## src/rtl/wb_sram_responder.sv

```systemverilog
// Wishbone-style burst responder serving single-word and burst accesses from a
// single-port SRAM macro: one SRAM access and one registered ack pulse per beat.
module wb_sram_responder #(
  parameter int ADDR_LEN    = 32,
  parameter int WB_DATA_LEN = 32,
  parameter int MEM_IDX_W   = 8
) (
  input  logic                   clk,
  input  logic                   rst,
  input  logic                   wb_cyc_i,
  input  logic                   wb_stb_i,
  input  logic                   wb_we_i,
  input  logic [ADDR_LEN-1:0]    wb_adr_i,
  input  logic [9:0]             wb_bl_i,
  input  logic                   wb_bry_i,
  input  logic [WB_DATA_LEN-1:0] wb_dat_i,
  output logic                   wb_ack_o,
  output logic [WB_DATA_LEN-1:0] wb_dat_o,
  output logic                   mem_chip_en,
  output logic                   mem_write_en,
  output logic [3:0]             mem_write_mask,
  output logic [MEM_IDX_W-1:0]   mem_index,
  output logic [WB_DATA_LEN-1:0] mem_data_in,
  input  logic [WB_DATA_LEN-1:0] mem_data_out
);

  localparam logic [1:0] S_IDLE      = 2'd0;
  localparam logic [1:0] S_ISSUE     = 2'd1;
  localparam logic [1:0] S_ACK       = 2'd2;
  localparam logic [1:0] S_WAIT_DROP = 2'd3;

  logic [1:0]           state;
  logic [9:0]           beat_cnt;
  logic [9:0]           bl_q;
  logic [MEM_IDX_W-1:0] base_idx;
  logic                 we_q;
  logic                 access;
  logic                 last_beat;
  logic                 unused_adr;

  // Only the word-index field of the byte address reaches the SRAM.
  assign unused_adr = ^{wb_adr_i[ADDR_LEN-1:MEM_IDX_W+2], wb_adr_i[1:0]};

  assign access    = (state == S_ISSUE) && wb_cyc_i && wb_bry_i;
  assign last_beat = (beat_cnt == bl_q - 10'd1);

  always_ff @(posedge clk or posedge rst) begin
    if (rst) begin
      state    <= S_IDLE;
      beat_cnt <= '0;
      bl_q     <= '0;
      base_idx <= '0;
      we_q     <= 1'b0;
      wb_ack_o <= 1'b0;
    end else begin
      wb_ack_o <= 1'b0;
      case (state)
        S_IDLE: begin
          if (wb_cyc_i && wb_stb_i) begin
            base_idx <= wb_adr_i[MEM_IDX_W+1:2];
            we_q     <= wb_we_i;
            bl_q     <= (wb_bl_i == 10'd0) ? 10'd1 : wb_bl_i;
            beat_cnt <= '0;
            state    <= S_ISSUE;
          end
        end
        S_ISSUE: begin
          if (!wb_cyc_i) begin
            state <= S_IDLE;
          end else if (wb_bry_i) begin
            state    <= S_ACK;
            wb_ack_o <= 1'b1;
          end
        end
        S_ACK: begin
          beat_cnt <= beat_cnt + 10'd1;
          // Dropping cyc during the ack is normal completion or an abort.
          if (!wb_cyc_i) begin
            state <= S_IDLE;
          end else if (last_beat) begin
            state <= S_WAIT_DROP;
          end else begin
            state <= S_ISSUE;
          end
        end
        S_WAIT_DROP: begin
          if (!wb_cyc_i) begin
            state <= S_IDLE;
          end
        end
        default: state <= S_IDLE;
      endcase
    end
  end

  always_comb begin
    mem_chip_en    = 1'b1;
    mem_write_en   = 1'b1;
    mem_write_mask = 4'b0000;
    mem_index      = '0;
    mem_data_in    = '0;
    if (access) begin
      mem_chip_en = 1'b0;
      mem_index   = base_idx + MEM_IDX_W'(beat_cnt);
      if (we_q) begin
        mem_write_en   = 1'b0;
        mem_write_mask = 4'b1111;
        mem_data_in    = wb_dat_i;
      end
    end
  end

  // Read data comes straight from the macro, which is valid in the ack cycle.
  always_comb begin
    wb_dat_o = '0;
    if (state == S_ACK && !we_q) begin
      wb_dat_o = mem_data_out;
    end
  end

endmodule

```

## config.mk

```make
export PLATFORM = sky130hd
export DESIGN_NAME = wb_sram_responder
export DESIGN_NICKNAME = d
export VERILOG_FILES = /design/src/rtl/wb_sram_responder.sv
export SDC_FILE = /design/constraint.sdc
export NUM_CORES = 1
export LEC_CHECK = 0
export CORE_MARGIN = 2
export CORE_UTILIZATION = 34
export DETAILED_ROUTE_END_ITERATION = 7
export HOLD_SLACK_MARGIN = 0.1
export MAX_ROUTING_LAYER = met4
export PLACE_DENSITY = 0.82
export SLEW_MARGIN = 40
export SYNTH_ARGS = -nofsm -noshare
export SYNTH_HDL_FRONTEND = slang
export SYNTH_SLANG_ARGS = --single-unit
```

## constraint.sdc

```tcl
create_clock -name clk -period 2.2 [get_ports clk]
set_input_delay 0.22 -clock clk [delete_from_list [all_inputs] [get_ports clk]]
set_output_delay 0.22 -clock clk [all_outputs]
set_load 0.03 [all_outputs]
```

# Word level (Yosys, flattened, before mapping)

Index checks and enable logic that the tools add are counted.

Logic and storage cells: 49
Input port bits: 112
Output and inout bits: 79
Flip-flop bits (word level): 32

Equal/unequal tests: 7
Mux-type cells: 22
Add/subtract/negate cells: 3
Reductions and logical operators: 11

Operators with widths:

| kind                                                                  | count |
|---|---|
| 32-bit 2-to-1 mux                                                     | 3 |
| 10-bit 2-to-1 mux                                                     | 2 |
| 10-bit one-hot mux with 2 select lines                                | 1 |
| 2-bit 2-to-1 mux                                                      | 6 |
| 10-bit by 1-bit adder with 10-bit output, second input constant       | 1 |
| 10-bit equality test                                                  | 1 |
| 10-bit logical NOT                                                    | 1 |
| 10-bit by 1-bit subtractor with 10-bit output, second input constant  | 1 |
| 8-bit adder                                                           | 1 |
| 4-bit 2-to-1 mux                                                      | 2 |
| 8-bit 2-to-1 mux                                                      | 1 |
| 2-bit one-hot mux with 4 select lines                                 | 1 |
| 1-bit 2-to-1 mux                                                      | 6 |
| 2-bit equality test, second input constant                            | 2 |
| 1-bit logical AND                                                     | 4 |
| 2-bit inequality test, second input constant                          | 2 |
| 2-bit AND reduction                                                   | 2 |
| 3-bit inequality test, second input constant                          | 1 |
| 3-bit AND reduction                                                   | 1 |
| 2-bit by 1-bit equality test with 1-bit output, second input constant | 1 |
| 2-bit logical NOT                                                     | 1 |
| 2-bit nonzero test                                                    | 1 |
| 1-bit logical NOT                                                     | 1 |

# Logic depth before layout (Yosys ltp)

Depth after elaboration: 5
Mapped depth: 7

# Worst setup path before layout

OpenSTA, ideal clock, no wires.

Path kind: reg2out
From: register beat_cnt[0]
To: output mem_index[6]
Buffers on the path: 0
Data required time: 1.980 ns
Data arrival time: 1.932 ns
Stages on the path, launching flop included: 8
Slack: 0.048 ns
Cell sequence: dfrtp_1 ha_1 fa_1 a21o_1 a21o_1 a21oi_1 nand4b_1 nand3_1

Longest elaborated chain between the ends: 2

RTL lines:

| item                   | RTL line | text |
|---|---|---|
| from (decl)            | 33       | `logic [9:0] beat_cnt;` |
| from (signal assigned) | 76       | `beat_cnt <= beat_cnt + 10'd1;` |
| 8-bit adder            | 104      | `mem_index = base_idx + MEM_IDX_W'(beat_cnt);` |
| 8-bit 2-to-1 mux       | 102      | `if (access) begin` |
| to (decl)              | 22       | `output logic [MEM_IDX_W-1:0] mem_index,` |

No other way between the ends.

# Final worst setup path

From: register base_idx[1]
To: output mem_index[7]

Longest elaborated chain between the ends: 2

RTL lines:

| item                   | RTL line | text |
|---|---|---|
| from (decl)            | 35       | `logic [MEM_IDX_W-1:0] base_idx;` |
| from (signal assigned) | 60       | `base_idx <= wb_adr_i[MEM_IDX_W+1:2];` |
| 8-bit adder            | 104      |  |
| 8-bit 2-to-1 mux       | 102      |  |

No other way between the ends.

==> run metrics <==
status finished, violations left; failing checks negative setup slack; buffer and inverter count on the worst path 2; Simple-Gate Fraction of Synth Area 41.3%; delay-heaviest family, CP compound AO/OA/AOI/OAI gates; total gr overflow 0; uppermost layer routed met4; Critical Path End Type output port; reg2reg start bl_q[0]$_DFFE_PP0P_; die area 7970 µm²; skew final 0.00664 ns; main combinational cell family by area after synthesis simple AND/OR/NAND/NOR gates; TritonCTS buffer count 5; r2r worst-path depth 7; Synth area leader dfrtp_1; Most common cell on crit path a21o_1; vias post-DR 2806; post-placement cell area 4130 µm²; number of synthesized flops with an enable pin 0; P per Cell Area 443 nW/µm²; WP data required 1.98 ns; fill count 636; Die Span X 89.3 µm; syn avg cell area 7.92 µm²; fmax 0.426 GHz; Setup TNS -0.528 ns; unrepaired setup endpoints after global routing true; routed wl met3 579 µm; P_leak 2.22 nW; RR Endpoint state[1]$_DFFE_PP0P_; initial antenna violation count 0; synthesized area 2470 µm²; Crit-path slowest cell dfrtp_1; Core Box Area 7140 µm²; final worst slack -0.146 ns; Die Y 89.3 µm; complex-gate fraction of the synthesized area 7.65%; share of cells above drive strength 1 25.0%; Max Slew Vio Count 0; MaxCap Viol Count 0; worst-path cell chain ha_1 > a21o_1 > a21o_1 > a21oi_4 > a21oi_2 > mux2i_2 > buf_4 > buf_12; Placed Cells incl. Taps 573; Top FF cell, synth dfrtp_1; multiplexer share of the synthesized area 2.84%; nets 609; CTS tree built; IO Count 191; Worst EP arrival 2.13 ns; Cells after Synth 312; reg2reg setup slack 0.23 ns; Slew headroom 68.7%; post-layout minimum cycle time 2.35 ns; Met1 Wirelength 3.71 mm; # clock sinks 32; final setup violation count 4; Iteration-0 DRC Markers 144; DRT Pass-1 Iters 5; design area 4350 µm²; RD Place Congestion 0.823; #FFs+latches synth 32; final hold vios 0; clk root buf clkbuf_8; CP Class flip-flop to output port; Max VDD drop 0.000379 V; first-pass GRT wire length 12.0 mm; CTS max path bufs 2; Adder-Cell Fraction of Synth Area 5.37%; critical-path maximum fanout 3; Async SR Flop Fraction 100%; most frequent cell after synthesis nand2_1; drt drc 0; vias in the first global route 2383; hold_buf cts 0; Yosys cell types 40; number of antenna-violating nets in the routed design 0; Clock Pin Slew Worst Setup and Hold Paths 0.07 ns; Area growth, synth to finish 75.8%; Initial Util 34.6%; H-tree levels 2; gr usage total 20.3%; Post-DP HPWL 6.85 mm; Area contributors post-synth dfrtp_1, nand2_1, and2_1; Worst-Skew Late Latency 0.29 ns; pin count of the biggest net entering global routing 33; Std-Cell Rows 31; top-area cell type share of the netlist area 32.4%; Synth Warn # 0; diode count 0; period utilisation layout 107%; Worst setup SP type flip-flop; register area share after synthesis 32.4%; DR WL met2 4.34 mm; Post-Synth XOR/XNOR Area 6.03%; worst slew pin tran 0.465 ns; Port Buffers 166; Post-Layout Cell Count 587; critical path's largest stage delay 0.40 ns; worst min-delay path class input port to asynchronous set/reset pin; syn_nets 434; final wirelength 8.72 mm; Via-to-Cell Ratio 4.78; most frequent cells after synthesis nand2_1, and2_1, and3_1, dfrtp_1, clkbuf_1; routed length per placed instance 14.8 µm
## how the worst max path moves through the flow
stage / start / cells after the start / slack, ns / endpoint
3_5_place_dp: beat_cnt[1]$_DFFE_PP0P_ / 8 / 0.03 / mem_index[7]
4_1_cts: beat_cnt[1]$_DFFE_PP0P_ / 8 / -0.13 / mem_index[7]
6_report: base_idx[1]$_DFFE_PP0P_ / 8 / -0.15 / mem_index[7]
5_1_grt: base_idx[1]$_DFFE_PP0P_ / 8 / -0.24 / mem_index[7]
2_1_floorplan: beat_cnt[0]$_DFFE_PP0P_ / 7 / 0.05 / mem_index[6]
3_3_place_gp: beat_cnt[1]$_DFFE_PP0P_ / 8 / 0.07 / mem_index[7]
## metal layers
layer,GRT usage (%),vias to the layer above
li1,-,1412
met1,26.2,1285
met2,33.4,100
met3,3.88,9
met4,4.34,0
met5,-,-
## area by class of cell
| cell class | count | area [µm²] | area share [%] |
|---|---|---|---|
| clock buffers | 8 | 90.1 | 2.07 |
| flip-flops and latches | 32 | 801 | 18.4 |
| multi-input cells | 254 | 1640 | 37.7 |
| repair buffers | 188 | 1670 | 38.4 |
| inverters | 6 | 22.5 | 0.518 |
| well taps | 99 | 124 | 2.85 |
## through the flow
step / util, % / total power, W / hold slack, ns / setup WS [ns]
CTS: 60.1 / 0.00193 / 0.327 / -0.125
detailed placement: 57.8 / 0.00143 / 0.467 / 0.0307
global route: 60.9 / 0.00205 / 0.371 / -0.238
global placement: 57.8 / 0.00140 / 0.463 / 0.0726
floorplan: - / 0.00112 / 0.325 / 0.0477
finish: 60.9 / 0.00193 / 0.317 / -0.146
## registers in the layout (all words and copies together) (netlist names)
signal,count
base_idx,8
beat_cnt,10
bl_q,10
state,2
wb_ack_o,1
we_q,1
## cell usage in the layout, fill, tap and decap left out, types with 3 or more instances in the layout
cell type	instances
mux2i_1	6
nand2_1	67
buf_4	95
a21o_1	4
clkbuf_8	6
xor2_1	5
and2_1	34
inv_1	6
xnor2_1	12
a21oi_1	4
clkdlybuf4s50_1	88
nand3_1	7
nand2b_1	3
and3_1	34
nand4_1	3
nor4_1	3
nor3_1	4
nor3b_1	3
o21ai_0	9
nor2_1	14
dfrtp_1	32
ha_1	5
## cell families (layout without fill, tap and decap cells)
logic type | Yosys count | count (layout)
xor+xnor | 17 | 17
mux | 7 | 7
simple gates | 190 | 190
buf+inv | 26 | 202
compound gates | 30 | 30
flops | 32 | 32
fa+ha+maj | 10 | 10
## tightest hold or removal path, cell delays in order
cell	delay, ns
clkdlybuf4s50_1	0.39
inv_1	0.05
buf_4	0.36
## repair_timing
item | in CTS | in global routing
resized for setup | 10 | 8
setup endpoints to repair | 4 | 6
endpoints found under the hold margin | 0 | 0
buffers inserted | 3 | 3
gates cloned | 0 | 0
pin swaps | 4 | 3
## power by group
group          internal, W  switching [W]  leakage [nW]
logic             0.000380       0.000325          1.76
registers         0.000663      0.0000884         0.414
clock network     0.000255       0.000214        0.0455
Note: power is estimated with default switching activity, not from simulation.
